**config.mk**
```make
export PLATFORM = sky130hd
export DESIGN_NAME = glitch_sequencer
export DESIGN_NICKNAME = d
export VERILOG_FILES = /design/src/rtl/glitch_pkg.sv /design/src/rtl/glitch_serializer.sv /design/src/rtl/glitch_sequencer.sv
export SDC_FILE = /design/constraint.sdc
export NUM_CORES = 1
export LEC_CHECK = 0
export BUFFER_PORTS_ARGS = -buffer_cell sky130_fd_sc_hd__buf_4
export CAP_MARGIN = 10
export CORE_AREA = 10 10 161 163
export DETAILED_ROUTE_END_ITERATION = 12
export DIE_AREA = 0 0 171 173
export GPL_TIMING_DRIVEN = 0
export PLACE_DENSITY = 0.69
export SLEW_MARGIN = 20
export SYNTH_ARGS = -nofsm -noshare
export SYNTH_HDL_FRONTEND = slang
export SYNTH_SLANG_ARGS = --single-unit
export TNS_END_PERCENT = 30
```
**constraint.sdc**
```tcl
create_clock -name clk -period 5.45 [get_ports clk]
set_input_delay 0.545 -clock clk [delete_from_list [all_inputs] [get_ports clk]]
set_output_delay 0.545 -clock clk [all_outputs]
set_load 0.01 [all_outputs]
```
**src/rtl/glitch_pkg.sv**
```systemverilog
// Shared types and defaults for the glitch sequencer.
//   glitch_state_t : sequencer FSM states
//   glitch_cfg_t   : config captured on arm; fields sized to the package defaults, which are
//                    the largest widths the sequencer accepts
package glitch_pkg;

  localparam int unsigned FormWDef  = 64;
  localparam int unsigned DelayWDef = 32;
  localparam int unsigned RepWDef   = 8;
  localparam int unsigned GapWDef   = 16;

  typedef enum logic [2:0] {IDLE, ARMED, DELAY, FIRE, GAP} glitch_state_t;

  typedef struct packed {
    logic                 pol;
    logic [FormWDef-1:0]  form;
    logic [DelayWDef-1:0] delay;
    logic [RepWDef-1:0]   reps;
    logic [GapWDef-1:0]   gap;
  } glitch_cfg_t;

endpackage

```
**src/rtl/glitch_serializer.sv**
```systemverilog
// LSB-first waveform serializer.
//   clk_i, rst_ni : clock, synchronous active-low reset
//   load_i        : start a new word; bit_o presents data_i[0] this cycle
//   shift_i       : advance to the next bit
//   data_i        : word to serialize
//   bit_o         : bit to be registered by the caller this cycle
module glitch_serializer #(
  parameter int unsigned FORM_W = 64
) (
  input  logic              clk_i,
  input  logic              rst_ni,
  input  logic              load_i,
  input  logic              shift_i,
  input  logic [FORM_W-1:0] data_i,
  output logic              bit_o
);

  // Holds the bits still to be emitted; bit 0 is always the next one.
  logic [FORM_W-1:0] shreg_q;

  always_ff @(posedge clk_i) begin
    if (!rst_ni) begin
      shreg_q <= '0;
    end else if (load_i) begin
      shreg_q <= data_i >> 1;
    end else if (shift_i) begin
      shreg_q <= shreg_q >> 1;
    end
  end

  always_comb begin
    bit_o = load_i ? data_i[0] : shreg_q[0];
  end

endmodule

```
**src/rtl/glitch_sequencer.sv**
```systemverilog
// Armed, trigger-driven glitch waveform sequencer.
// Arms on `arm` (latching config), waits for a trigger edge of the latched polarity, waits
// `delay` cycles, then emits `form` LSB-first, repeated max(reps,1) times separated by `gap`
// low cycles. Ends with a one-cycle `done` pulse.
//   clk, rst_n            : clock, synchronous active-low reset
//   arm, abort            : start request (IDLE only) / immediate return to IDLE
//   trig, trig_pol        : synchronised trigger, 1 = rising edge active
//   form, delay, reps, gap: sequence config, captured on arm
//   out, busy, done       : registered glitch output and status
// Optional: define GLITCH_SHOT_CNT_EN to add shot_cnt[31:0], counting done pulses.
module glitch_sequencer
  import glitch_pkg::*;
#(
  parameter int unsigned FORM_W  = FormWDef,
  parameter int unsigned DELAY_W = DelayWDef,
  parameter int unsigned REP_W   = RepWDef,
  parameter int unsigned GAP_W   = GapWDef
) (
  input  logic               clk,
  input  logic               rst_n,
  input  logic               arm,
  input  logic               abort,
  input  logic               trig,
  input  logic               trig_pol,
  input  logic [FORM_W-1:0]  form,
  input  logic [DELAY_W-1:0] delay,
  input  logic [REP_W-1:0]   reps,
  input  logic [GAP_W-1:0]   gap,
  output logic               out,
  output logic               busy,
  output logic               done
`ifdef GLITCH_SHOT_CNT_EN
  ,
  output logic [31:0]        shot_cnt
`endif
);

  localparam int unsigned IdxW = $clog2(FORM_W);
  localparam logic [IdxW-1:0] LastIdx = IdxW'(FORM_W - 1);

  // Config storage is sized by the package; wider parameters cannot be held.
  if (FORM_W > FormWDef || DELAY_W > DelayWDef || REP_W > RepWDef || GAP_W > GapWDef ||
      FORM_W < 2) begin : g_bad_param
    $error("glitch_sequencer: parameter outside supported range");
  end

  glitch_state_t      state_q;
  glitch_cfg_t        cfg_q, cfg_d;
  logic               trig_q;
  logic               out_q, busy_q, done_q;
  logic [DELAY_W-1:0] dly_q;
  logic [IdxW-1:0]    idx_q;
  logic [REP_W-1:0]   rep_q;
  logic [GAP_W-1:0]   gap_q;

  logic               cfg_pol;
  logic [FORM_W-1:0]  cfg_form;
  logic [DELAY_W-1:0] cfg_delay;
  logic [REP_W-1:0]   cfg_reps;
  logic [GAP_W-1:0]   cfg_gap;
  logic               trig_edge;
  logic               ser_load, ser_shift, ser_bit;

  always_comb begin
    cfg_d       = '0;
    cfg_d.pol   = trig_pol;
    cfg_d.form  = FormWDef'(form);
    cfg_d.delay = DelayWDef'(delay);
    cfg_d.reps  = RepWDef'(reps);
    cfg_d.gap   = GapWDef'(gap);
  end

  always_comb begin
    cfg_pol   = cfg_q.pol;
    cfg_form  = cfg_q.form[FORM_W-1:0];
    cfg_delay = cfg_q.delay[DELAY_W-1:0];
    cfg_reps  = cfg_q.reps[REP_W-1:0];
    cfg_gap   = cfg_q.gap[GAP_W-1:0];
    trig_edge = cfg_pol ? (trig & ~trig_q) : (~trig & trig_q);
  end

  // A burst starts when the delay or gap expires, or straight after the previous burst when
  // gap is zero.
  always_comb begin
    ser_load  = 1'b0;
    ser_shift = 1'b0;
    if (!abort) begin
      unique case (state_q)
        DELAY:   ser_load = (dly_q == '0);
        GAP:     ser_load = (gap_q == '0);
        FIRE: begin
          ser_shift = (idx_q != LastIdx);
          ser_load  = (idx_q == LastIdx) && (rep_q != REP_W'(1)) && (cfg_gap == '0);
        end
        default: ;
      endcase
    end
  end

  glitch_serializer #(
    .FORM_W (FORM_W)
  ) u_serializer (
    .clk_i   (clk),
    .rst_ni  (rst_n),
    .load_i  (ser_load),
    .shift_i (ser_shift),
    .data_i  (cfg_form),
    .bit_o   (ser_bit)
  );

  always_ff @(posedge clk) begin
    if (!rst_n) begin
      state_q <= IDLE;
      cfg_q   <= '0;
      trig_q  <= trig;  // no false edge right after reset
      out_q   <= 1'b0;
      busy_q  <= 1'b0;
      done_q  <= 1'b0;
      dly_q   <= '0;
      idx_q   <= '0;
      rep_q   <= '0;
      gap_q   <= '0;
    end else begin
      trig_q <= trig;
      done_q <= 1'b0;
      if (abort) begin
        state_q <= IDLE;
        out_q   <= 1'b0;
        busy_q  <= 1'b0;
      end else begin
        unique case (state_q)
          IDLE: begin
            if (arm) begin
              cfg_q   <= cfg_d;
              busy_q  <= 1'b1;
              state_q <= ARMED;
            end
          end
          ARMED: begin
            if (trig_edge) begin
              dly_q   <= cfg_delay;
              rep_q   <= (cfg_reps == '0) ? REP_W'(1) : cfg_reps;
              state_q <= DELAY;
            end
          end
          DELAY: begin
            if (dly_q == '0) begin
              out_q   <= ser_bit;
              idx_q   <= '0;
              state_q <= FIRE;
            end else begin
              dly_q <= dly_q - DELAY_W'(1);
            end
          end
          FIRE: begin
            if (idx_q != LastIdx) begin
              out_q <= ser_bit;
              idx_q <= idx_q + IdxW'(1);
            end else if (rep_q == REP_W'(1)) begin
              out_q   <= 1'b0;
              busy_q  <= 1'b0;
              done_q  <= 1'b1;
              state_q <= IDLE;
            end else begin
              rep_q <= rep_q - REP_W'(1);
              idx_q <= '0;
              if (cfg_gap == '0) begin
                out_q <= ser_bit;
              end else begin
                out_q   <= 1'b0;
                gap_q   <= cfg_gap - GAP_W'(1);
                state_q <= GAP;
              end
            end
          end
          GAP: begin
            if (gap_q == '0) begin
              out_q   <= ser_bit;
              state_q <= FIRE;
            end else begin
              gap_q <= gap_q - GAP_W'(1);
            end
          end
          default: state_q <= IDLE;
        endcase
      end
    end
  end

`ifdef GLITCH_SHOT_CNT_EN
  logic [31:0] shot_q;

  // Counts completions only; abort leaves it untouched.
  always_ff @(posedge clk) begin
    if (!rst_n) begin
      shot_q <= '0;
    end else if (!abort && state_q == FIRE && idx_q == LastIdx && rep_q == REP_W'(1)) begin
      shot_q <= shot_q + 32'd1;
    end
  end

  assign shot_cnt = shot_q;
`endif

  assign out  = out_q;
  assign busy = busy_q;
  assign done = done_q;

endmodule

```
# Yosys cells after proc, flatten, opt, wreduce, memory -nomap -nowiden
# Cells that the tools add are included.
[totals]
word_cells = 115
out_inout_bits = 3
input_bits = 126
regBits = 253
[op_classes]
n_bitwise = 7
eq_ne = 20
reduce_logical = 24
n_mux = 44
add_sub_neg = 5
[ops]
columns = ["operator", "count"]
rows = [
  ["$mux 63", 2],
  ["$mux 16", 4],
  ["$mux 32", 2],
  ["$pmux 32 s2", 1],
  ["$logic_not 16->1", 2],
  ["$logic_not 32->1", 1],
  ["$mux 8", 4],
  ["$pmux 16 s2", 1],
  ["$sub 16x1->16 const B", 2],
  ["$sub 32x1->32 const B", 1],
  ["$mux 3", 7],
  ["$ne 2x2->1 const B", 10],
  ["$mux 6", 3],
  ["$pmux 8 s2", 1],
  ["$pmux 3 s5", 1],
  ["$mux 1", 14],
  ["$pmux 6 s2", 1],
  ["$reduce_and 4->1", 3],
  ["$reduce_and 6->1", 2],
  ["$reduce_bool 2->1", 6],
  ["$eq 8x1->1 const B", 1],
  ["$logic_not 8->1", 1],
  ["$ne 8x1->1 const B", 1],
  ["$sub 8x1->8 const B", 1],
  ["other kinds (18)", 28],
]

# Longest topological paths before layout
# Gate-level depths: netlist of run 1.
[depth]
depth_word = 10
mapped_depth = 12
ltp_nobuf = 9

# Cells and area by module
# From an unflattened synthesis of run 1, not the netlist that was laid out.
[hier_totals]
cells_unflattened = 1472
hier_area_um2 = 12255.5
[modules_own_cells]
columns = ["mod", "cells_per_inst", "instances", "area_each_um2"]
rows = [
  ["glitch_sequencer", 1191, 1, 8866.0],
  ["glitch_serializer", 281, 1, 3389.5],
]

# Worst setup path before layout of run 1
# OpenSTA, ideal clock, no wires.
[synth_path]
path_kind = "flip-flop to flip-flop"
start = "register state_q[1]"
end = "register gap_q[14]"
required_time_ns = 5.318
setup_ns = 0.132
t_arrival_ns = 3.218
stages_incl_launch_ff = 13
setup_slack_ns = 2.100
path_buffers = 3
cell_sequence = "dfxtp_1 > clkbuf_1 > or3b_2 > clkbuf_1 > clkbuf_1 > mux2i_1 > ha_1 > nor4b_1 > nand4_1 > a21oi_1 > mux2_2 > o21ai_0 > a21oi_1"
[synth_between]
elab_chain_len = 3
elab_cells_between_ends = 9
cone_classes = "eq/ne: 6; mux: 1; reduce/logical: 2"
[synth_lines]
columns = ["element", "line_no", "text"]
rows = [
  ["start: declaration", "glitch_sequencer.sv:47", "glitch_state_t state_q;"],
  ["start signal: assignment", "glitch_sequencer.sv:113", "state_q <= IDLE;"],
  ["start signal: assignment", "glitch_sequencer.sv:127", "state_q <= IDLE;"],
  ["start signal: assignment", "glitch_sequencer.sv:136", "state_q <= ARMED;"],
  ["$eq 3x2->1 / $eq 3x3->1 (equally long branches)", "glitch_sequencer.sv:131", "unique case (state_q)"],
  ["$ne 2x2->1 (no source line) / $reduce_bool 2->1 (equally long branches)", "--", ""],
  ["$reduce_and 6->1 (no source line)", "--", ""],
  ["end signal: assignment", "glitch_sequencer.sv:171", "gap_q <= cfg_gap - GAP_W'(1);"],
  ["end signal: assignment", "glitch_sequencer.sv:181", "gap_q <= gap_q - GAP_W'(1);"],
  ["end: declaration", "glitch_sequencer.sv:54", "logic [GAP_W-1:0] gap_q;"],
]
# Parallel ways exist; a longest one is shown, timed or not.
# A chain may end at the register's enable or synchronous reset.

# Worst setup path in the final report of run 1
# Same ends and word-level chain as after synthesis.

==> impl_metrics.yaml, run 1 <==
routing:
  via_count: 11200
  first_pass_iters: 5
  wl_per_cell_um: 17.7
  drt-total-wl_um: 33800
  viasPerCell: 5.85
  drtAntennaViolNets: 0
  first_iter_violations: 844
  drc: 0
cells_and_area:
  multi_input_area_um2: 5670
  regArea_um2: 5060
  syn_to_final_growth_pct: 19.6
  nNetsFinal: 1733
  nFillCells: 2179
  drive_gt1_share_pct: 12.5
  finalInstanceArea_um2: 13400
  antennaDiodeCount: 0
  fin_util_pct: 59.5
clock_network:
  clk_pin_slew_worst_paths_ns: 0.06
  numCtsBuffers: 28
  cts_root_buf: "clkbuf_16"
  htree_levels: 1
  cts_hold_buffers: 0
  cts_tree: "yes"
  insertion_delay_ns: 0.56
  clk_path_buf_depth: 3
  cts_setup_buffers: 0
  cts_sinks: 253
  ctsResizeCount: 0
critical_path:
  ff2ff_setup_slack_ns: 1.03
  r2r_cells: 12
  cp-startpoint: "state_q[1]"
  reg2reg_from: "state_q[1]"
  critPathCapture: "gap_q[14]"
  start_kind: "flip-flop"
  cp_data_arrival_time_ns: 4.83
  path_class: "flip-flop to flip-flop"
  reg2reg_to: "gap_q[14]"
  worstPathMaxFanout: 10
  end_kind: "flip-flop"
  worst-endpoint-required_ns: 5.86
timing:
  hold_viol: 0
  period_needed_ns: 4.42
  fin_tns_setup_ns: 0
  setup_violations: 0
  fmax_mhz: 226
  rsz0062_at_grt: "false"
  period_share_pct: 81.1
  tightest_slew_ns: 1.07
  drv_slew: 0
  fin_ws_ns: 1.03
  slew_headroom_pct: 27.1
  fin_skew_ns: 0.0115
global_routing:
  grt_pass1_wl_um: 54800
  busiest_layer: "met2"
  overflow: 0
  grt_pass1_vias: 10600
  grt_usage_pct: 22.0
  antenna_found_initial: 0
  gr-usage-met3_pct: 4.24
  met2_usage_pct: 35.4
  grt_use_met1_pct: 28.9
  grt_max_degree: 16
floorplanning:
  boundaryPins: 129
  rows: 55
  dieHeight_um: 173
  dieArea_um2: 29600
  start_util_pct: 49.8
  fp.coreArea_um2: 22600
  fp.dieW_um: 171
yosys:
  yosysMostFrequentCell: "nand2_1"
  synth_edf_count: 0
  synthCells: 1443
  synth_ff_type: "dfxtp_1"
  syn_area_um2: 11200
  yosys-top-cells-count: "nand2_1 (298), dfxtp_1 (253), a21oi_1 (242), clkbuf_1 (109), nor2_1 (88)"
  synthDistinctLibCells: 72
  synth_seq_area_share_pct: 45.1
  synth_fp_nets: 1574
  netlist.area_leader.share_pct: 45.1
  synthArstFlopShare_pct: 0
  synth_top_area_cell: "dfxtp_1"
  ys_warn_count: 0
  syn_area_per_cell_um2: 7.79
  ys_ff_latch: 253
  ys_top_cells_by_area: "dfxtp_1 (45%), a21oi_1 (11%), nand2_1 (10%)"
placement:
  io_buffers: 128
  dp_worst_setup_slack_ns: 1.16
  place_congestion: 0.916
  placed_cell_area_um2: 12600
  dp_hpwl_um: 24300
job:
  maxCapViolCount: 0
power:
  leakage_nw: 4.75
  irDropWorstVdd_uv: 208
  cellPowerDensity_nw_per_um2: 318
outcome:
  outcome: "completed"
worst_hold_path:
  hp-class: "input pin to flip-flop"
==> per-layer routing <==
metal	up-vias	part of all wire (%)
met5	-	0
met4	0	3.1
met3	60	7.0
met2	364	46
met1	5231	44
li1	5496	-
==> how the worst min path moves through the flow <==
stage	from	end	slack [ns]	cells past startpoint
after global placement	cfg_form[13]	cfg_form[13]	0.44	2
after global routing	trig	trig_q	0.12	1
after floorplan	cfg_delay[13]	cfg_delay[13]	0.43	2
after CTS	trig	trig_q	0.11	1
after detailed placement	cfg_delay[20]	cfg_delay[20]	0.45	2
final	trig	trig_q	0.12	1
==> registers in the layout, indices dropped and copies added, names as in the netlist <==
register	flops
busy	1
cfg_delay	32
cfg_form	64
cfg_gap	16
cfg_pol	1
cfg_reps	8
dly_q	32
done	1
gap_q	16
idx_q	6
out	1
rep_q	8
state_q	3
trig_q	1
u_serializer.shreg_q	63
==> cells in the final DEF, fill, tap and decap left out, types with 28 or more instances in the layout <==
cell and count:
o21ai_0 41, a22oi_1 63, nor2_1 88, nand3_1 76, nor3_1 33, dfxtp_1 253, clkbuf_1 120, clkbuf_16 28
nand2_1 298, buf_4 128, a21oi_1 242
==> worst max-delay path, stage by stage (launching register included) <==
cell and delay [ns]:
dfxtp_1 0.35, clkbuf_1 0.35, or3b_2 0.22, clkbuf_1 0.39, clkbuf_1 0.49, mux2i_1 0.29
ha_1 0.33, nor4b_1 0.63, nand4_1 0.30, a21oi_1 0.33, mux2_2 0.36, o21ai_0 0.14
a21oi_1 0.08
==> layout make-up <==
class / instances / share of cell area, %
Tap cell: 285 / 2.65
Inverter: 13 / 0.363
Clock buffer: 44 / 6.04
Clock inverter: 5 / 0.400
Buffer: 116 / 3.39
Multi-Input combinational cell: 1061 / 42.2
Sequential cell: 253 / 37.7
Timing Repair Buffer: 129 / 7.23
==> metrics by stage <==
step | hold slack (ns) | cells | total power, mW
floorplan | 0.433 | 1443 | 2.32
global placement | 0.443 | 1856 | 2.52
detailed placement | 0.447 | 1857 | 2.52
CTS | 0.114 | 1906 | 4.29
global route | 0.117 | 1906 | 4.44
finish | 0.124 | 1906 | 4.28
==> power breakdown <==
| group | switching [mW] | internal [mW] |
|---|---|---|
| clock | 0.759 | 1.02 |
| sequential | 0.0476 | 1.91 |
| combinational | 0.330 | 0.209 |
==> cells by family after synthesis <==
kind of cell,share of synthesized area [%]
adders and majority gates,0.557
DFF,45.1
and+or+nand+nor,23.2
xor gates and xnor gates,0.312
AOI/OAI and AO/OA,25.7
buffers and inverters,4.49
muxes,0.746
(Power assumes the default switching activity.)
==> inputs of run 2 (changes only) <==
--- a/config.mk
+++ b/config.mk
@@ -11,7 +11,7 @@
 export DETAILED_ROUTE_END_ITERATION = 12
 export DIE_AREA = 0 0 171 173
 export GPL_TIMING_DRIVEN = 0
-export PLACE_DENSITY = 0.69
+export PLACE_DENSITY = 0.72
 export SLEW_MARGIN = 20
 export SYNTH_ARGS = -nofsm -noshare
 export SYNTH_HDL_FRONTEND = slang
==> constraint.sdc (replaced) <==
create_clock -name clk -period 4 [get_ports clk]
set_input_delay 0.4 -clock clk [delete_from_list [all_inputs] [get_ports clk]]
set_output_delay 0.4 -clock clk [all_outputs]
set_load 0.01 [all_outputs]
==> impl_metrics.yaml, run 2 (synthesis gave the netlist of run 1 again) <==
outcome:
  outcome: "completed"
timing:
  period_share_pct: 91.0
  period_needed_ns: 3.64
  tightest_slew_ns: 1.07
  slew_headroom_pct: 27.7
  setup_violations: 0
  hold_viol: 0
  rsz0062_at_grt: "false"
  drv_slew: 0
  fmax_mhz: 275
  fin_skew_ns: 0.0161
  fin_tns_setup_ns: 0
clock_network:
  cts_setup_buffers: 0
  insertion_delay_ns: 0.56
  clk_pin_slew_worst_paths_ns: 0.06
  cts_sinks: 253
  htree_levels: 1
  cts_root_buf: "clkbuf_16"
  clk_path_buf_depth: 3
  numCtsBuffers: 28
  cts_tree: "yes"
global_routing:
  grt_usage_pct: 22.2
  grt_pass1_vias: 10800
  overflow: 0
  grt_pass1_wl_um: 55400
  grt_max_degree: 16
  antenna_found_initial: 0
critical_path:
  reg2reg_from: "state_q[1]"
  cp_top_family: "simple AND/OR/NAND/NOR gates"
  critPathMostFrequentCell: "a21oi_1"
  end_kind: "flip-flop"
  r2r_cells: 11
  max_stage_delay_ns: 0.63
  path_buf_inv: 2
  worst-endpoint-required_ns: 4.41
  start_kind: "flip-flop"
  cp_data_arrival_time_ns: 4.05
  cp_slowest_cell: "or3b_2"
  crit_chain: "clkbuf_1 -> or3b_2 -> clkbuf_2 -> mux2i_1 -> ha_1 -> nor4b_2 -> nand4_1 -> a21oi_1 -> mux2_2 -> o21ai_0 -> a21oi_1"
  path_class: "flip-flop to flip-flop"
  crit_cells: 11
  worstPathMaxFanout: 12
  reg2reg_to: "gap_q[14]"
  ff2ff_setup_slack_ns: 0.36
cells_and_area:
  fin_cells: 1908
  layout_common_cells: "nand2_1 (298), dfxtp_1 (253), a21oi_1 (242), buf_4 (128), clkbuf_1 (108)"
  final_common_cell: "nand2_1"
  nNetsFinal: 1733
  largest_reg_flops: 64
  antennaDiodeCount: 0
  drive_gt1_share_pct: 13.5
  syn_to_final_growth_pct: 21.2
  nFillCells: 2135
routing:
  viasPerCell: 5.87
  drtAntennaViolNets: 0
  drc: 0
  via_count: 11200
  wl_per_cell_um: 17.8
  drt-total-wl_um: 33900
  first_iter_violations: 981
  first_pass_iters: 7
floorplanning:
  dieArea_um2: 29600
  fp.coreArea_um2: 22600
  rows: 55
  fp.dieW_um: 171
  start_util_pct: 49.8
  boundaryPins: 129
  dieHeight_um: 173
job:
  maxCapViolCount: 0
power:
  power_mw: 6.20
  leakage_nw: 4.85
  cellPowerDensity_nw_per_um2: 456
  irDropWorstVdd_uv: 348
worst_hold_path:
  hold-path-endpoint: "cfg_delay[1]"
  whs_path_depth: 3
  hold_start: "delay[1]"
  hp-class: "input pin to flip-flop"
placement:
  io_buffers: 128
  place_congestion: 0.942
  dp.cells: 1856
  dp_hpwl_um: 24200
run 2: changes by cell type in the layout (fill, tap and decap cells not counted), moves of 2 or more:
cell,before,now
nor4b_1,4,2
nor4b_2,0,2
clkbuf_8,5,9
bufinv_16,0,4
clkbuf_2,0,3
clkinv_2,3,5
clkbuf_1,120,108
run 2: where the power goes:
part | switching (mW) | internal, mW | total (mW)
Clock | 1.08 | 1.71 | 2.80
Combinational | 0.452 | 0.287 | 0.740
Sequential | 0.0651 | 2.60 | 2.67
Total | 1.60 | 4.60 | 6.20
run 2: how the worst max path moves through the flow:
stage          startpoint        end
6_report       state_q[1]  gap_q[14]
5_1_grt        state_q[1]  gap_q[14]
4_1_cts        state_q[1]  gap_q[14]
3_5_place_dp   state_q[1]  gap_q[14]
3_3_place_gp   state_q[1]  gap_q[14]
2_1_floorplan  state_q[1]  gap_q[14]
run 2: repair_timing:
| item | 4_1_cts | 5_1_grt |
|---|---|---|
| endpoints found under the hold margin | 1 | 0 |
| setup endpoints to repair | 2 | 7 |
| hold buffers | 1 | 0 |
| resized for setup | 4 | 2 |
run 2: layout make-up:
| type | count | area [um^2] | area share, % |
|---|---|---|---|
| plain buffers | 115 | 454 | 3.34 |
| clock buffers | 39 | 832 | 6.11 |
| clock inverters | 12 | 191 | 1.41 |
| inverters | 13 | 48.8 | 0.358 |
| multi-input cells | 1061 | 5690 | 41.8 |
| flip-flops and latches | 253 | 5060 | 37.2 |
| well taps | 285 | 357 | 2.62 |
| repair buffers | 130 | 976 | 7.17 |
run 2: worst register-to-register path, stage by stage (launching register included):
cell and delay (ns):
dfxtp_1 0.32, clkbuf_1 0.20, or3b_2 0.63, clkbuf_2 0.27, mux2i_1 0.24, ha_1 0.33, nor4b_2 0.34, nand4_1 0.25
a21oi_1 0.32, mux2_2 0.36, o21ai_0 0.14, a21oi_1 0.08
run 2: metrics by stage:
step / util (%) / hold slack (ns) / worst slack (ns) / instance area (um^2)
after floorplan: - / 0.428 / 0.650 / 11200
after global placement: 55.6 / 0.445 / -0.0809 / 12600
after detailed placement: 55.6 / 0.447 / -0.0904 / 12600
after CTS: 60.3 / 0.0785 / 0.0316 / 13600
after global routing: 60.3 / 0.0856 / 0.0197 / 13600
final: 60.3 / 0.0851 / 0.359 / 13600
run 2: metal layers:
metal / vias up / share of wire (%) / track usage [%]
met1: 5223 / 44 / 29.5
li1: 5495 / - / -
met3: 63 / 7.9 / 4.40
met2: 425 / 46 / 35.7
met5: - / 0 / 0
met4: 0 / 2.2 / 5.65
==> inputs of run 3 (changes only) <==
--- a/config.mk
+++ b/config.mk
@@ -7,9 +7,9 @@
 export LEC_CHECK = 0
 export BUFFER_PORTS_ARGS = -buffer_cell sky130_fd_sc_hd__buf_4
 export CAP_MARGIN = 10
-export CORE_AREA = 10 10 161 163
+export CORE_AREA = 10 10 134 197
 export DETAILED_ROUTE_END_ITERATION = 12
-export DIE_AREA = 0 0 171 173
+export DIE_AREA = 0 0 144 207
 export GPL_TIMING_DRIVEN = 0
 export PLACE_DENSITY = 0.72
 export SLEW_MARGIN = 20
==> impl_metrics.yaml, run 3 (synthesis gave the netlist of run 1 again) <==
power:
  leakage_nw: 4.76
  power_mw: 5.84
  seq_power_share_pct: 45.6
  combPwrFrac_pct: 12.7
  cellPowerDensity_nw_per_um2: 435
  irDropWorstVdd_uv: 319
  switchingPower_mw: 1.50
  pwr-share-clk_pct: 41.7
  netSwitchingFraction_pct: 25.6
  internal_power_mw: 4.34
floorplanning:
  fp.dieW_um: 144
  boundaryPins: 129
  fp.coreArea_um2: 22900
  dieArea_um2: 29800
  start_util_pct: 49.1
  rows: 68
  dieHeight_um: 207
global_routing:
  grt_pass1_wl_um: 54600
  antenna_found_initial: 0
  grt_pass1_vias: 11200
  grt_usage_pct: 22.0
  grt_max_degree: 15
  overflow: 0
routing:
  via_count: 11100
  first_pass_iters: 5
  viasPerCell: 5.88
  drc: 0
  drtAntennaViolNets: 0
  wl_per_cell_um: 17.9
  drt-total-wl_um: 33900
  first_iter_violations: 694
worst_hold_path:
  hp-class: "input pin to flip-flop"
  hold_start: "delay[13]"
clock_network:
  cts_root_buf: "clkbuf_16"
  htree_levels: 1
  cts_sinks: 253
  clk_path_buf_depth: 3
  insertion_delay_ns: 0.52
  clk_pin_slew_worst_paths_ns: 0.07
  numCtsBuffers: 25
  cts_tree: "yes"
placement:
  dp_worst_setup_slack_ns: -0.269
  dp_hpwl_um: 25100
  place_congestion: 0.918
  io_buffers: 128
job:
  maxCapViolCount: 0
timing:
  setup_violations: 0
  holdWs_ns: 0.121
  hold_viol: 0
  fin_ws_ns: 0.276
  tightest_slew_ns: 1.04
  slew_headroom_pct: 30.1
  fin_skew_ns: 0.0116
  period_needed_ns: 3.72
  period_share_pct: 93.1
  rsz0062_at_grt: "false"
  fmax_mhz: 269
  drv_slew: 0
critical_path:
  path_class: "flip-flop to flip-flop"
  worst-endpoint-required_ns: 4.38
  end_kind: "flip-flop"
  cp_data_arrival_time_ns: 4.10
  cp-startpoint: "state_q[1]"
  worstPathMaxFanout: 12
  start_kind: "flip-flop"
  reg2reg_from: "state_q[1]"
cells_and_area:
  largest_reg_flops: 64
  fin_util_pct: 58.6
  final_common_cell: "nand2_1"
  antennaDiodeCount: 0
  drive_gt1_share_pct: 12.9
  nNetsFinal: 1730
  syn_to_final_growth_pct: 19.4
  layout_common_cells: "nand2_1 (298), dfxtp_1 (253), a21oi_1 (242), buf_4 (128), clkbuf_1 (110)"
outcome:
  outcome: "completed"
run 3: changes by cell type in the layout (fill, tap and decap cells not counted), sizes merged:
| cell | before | now |
|---|---|---|
| buf | 135 | 136 |
| clkbuf | 148 | 141 |
| clkinv | 7 | 4 |
run 3: path summary, 6_finish.rpt:
kind | slack, ns | depth (start not counted) | to
max | 0.28 | 11 | gap_q[14]
min | 0.12 | 3 | cfg_delay[13]
max reg2reg | 0.28 | 11 | gap_q[14]
min reg2reg | 0.45 | 2 | cfg_form[8]
run 3: metal layers:
layer  share of wire [%]  track usage [%]  wire, um  vias up
met2                  52             39.9     17500      358
met3                 6.0             3.23      2040      109
met1                  39             24.5     13100     5195
met4                 3.8             8.95      1300        0
li1                    -                -         -     5482
met5                   0                0         0        -
run 3: layout make-up:
class / count / area, um^2
fillers: 2173 / 9470
multi-input cells: 1061 / 5690
flip-flops and latches: 253 / 5060
repair buffers: 130 / 976
clock buffers: 33 / 686
plain buffers: 115 / 455
well taps: 280 / 350
clock inverters: 9 / 148
inverters: 13 / 48.8
run 3: power by group through the flow:
stage          Combinational, mW  Clock [mW]  Sequential, mW
2_1_floorplan              0.470           0            2.70
4_1_cts                    0.734        2.45            2.66
5_1_grt                    0.821        2.57            2.67
3_5_place_dp               0.726           0            2.72
6_report                   0.742        2.43            2.66
3_3_place_gp               0.716           0            2.72
run 3: through the flow:
| stage | area [um^2] | instances | setup TNS, ns |
|---|---|---|---|
| after global placement | 12500 | 1851 | -0.216 |
| after CTS | 13400 | 1894 | 0 |
| after floorplan | 11200 | 1443 | 0 |
| final | 13400 | 1894 | 0 |
| after global routing | 13400 | 1894 | 0 |
| after detailed placement | 12600 | 1852 | -0.379 |
run 3: critical path, cell delays in order, from the launching register on:
cell and delay (ns):
dfxtp_1 0.34, clkbuf_2 0.19, or3b_2 0.62, clkbuf_2 0.28, mux2i_1 0.27, ha_1 0.33
nor4b_2 0.37, nand4_1 0.27, a21oi_1 0.33, mux2_2 0.36, o21ai_0 0.15, a21oi_1 0.08
run 3: repair_timing:
action | CTS | global route
hold buffers | 0 | 1
endpoints found under the hold margin | 0 | 1
endpoints found under the setup margin | 11 | 20
gates cloned | 0 | 0
resized for setup | 5 | 3
setup buffers | 0 | 0
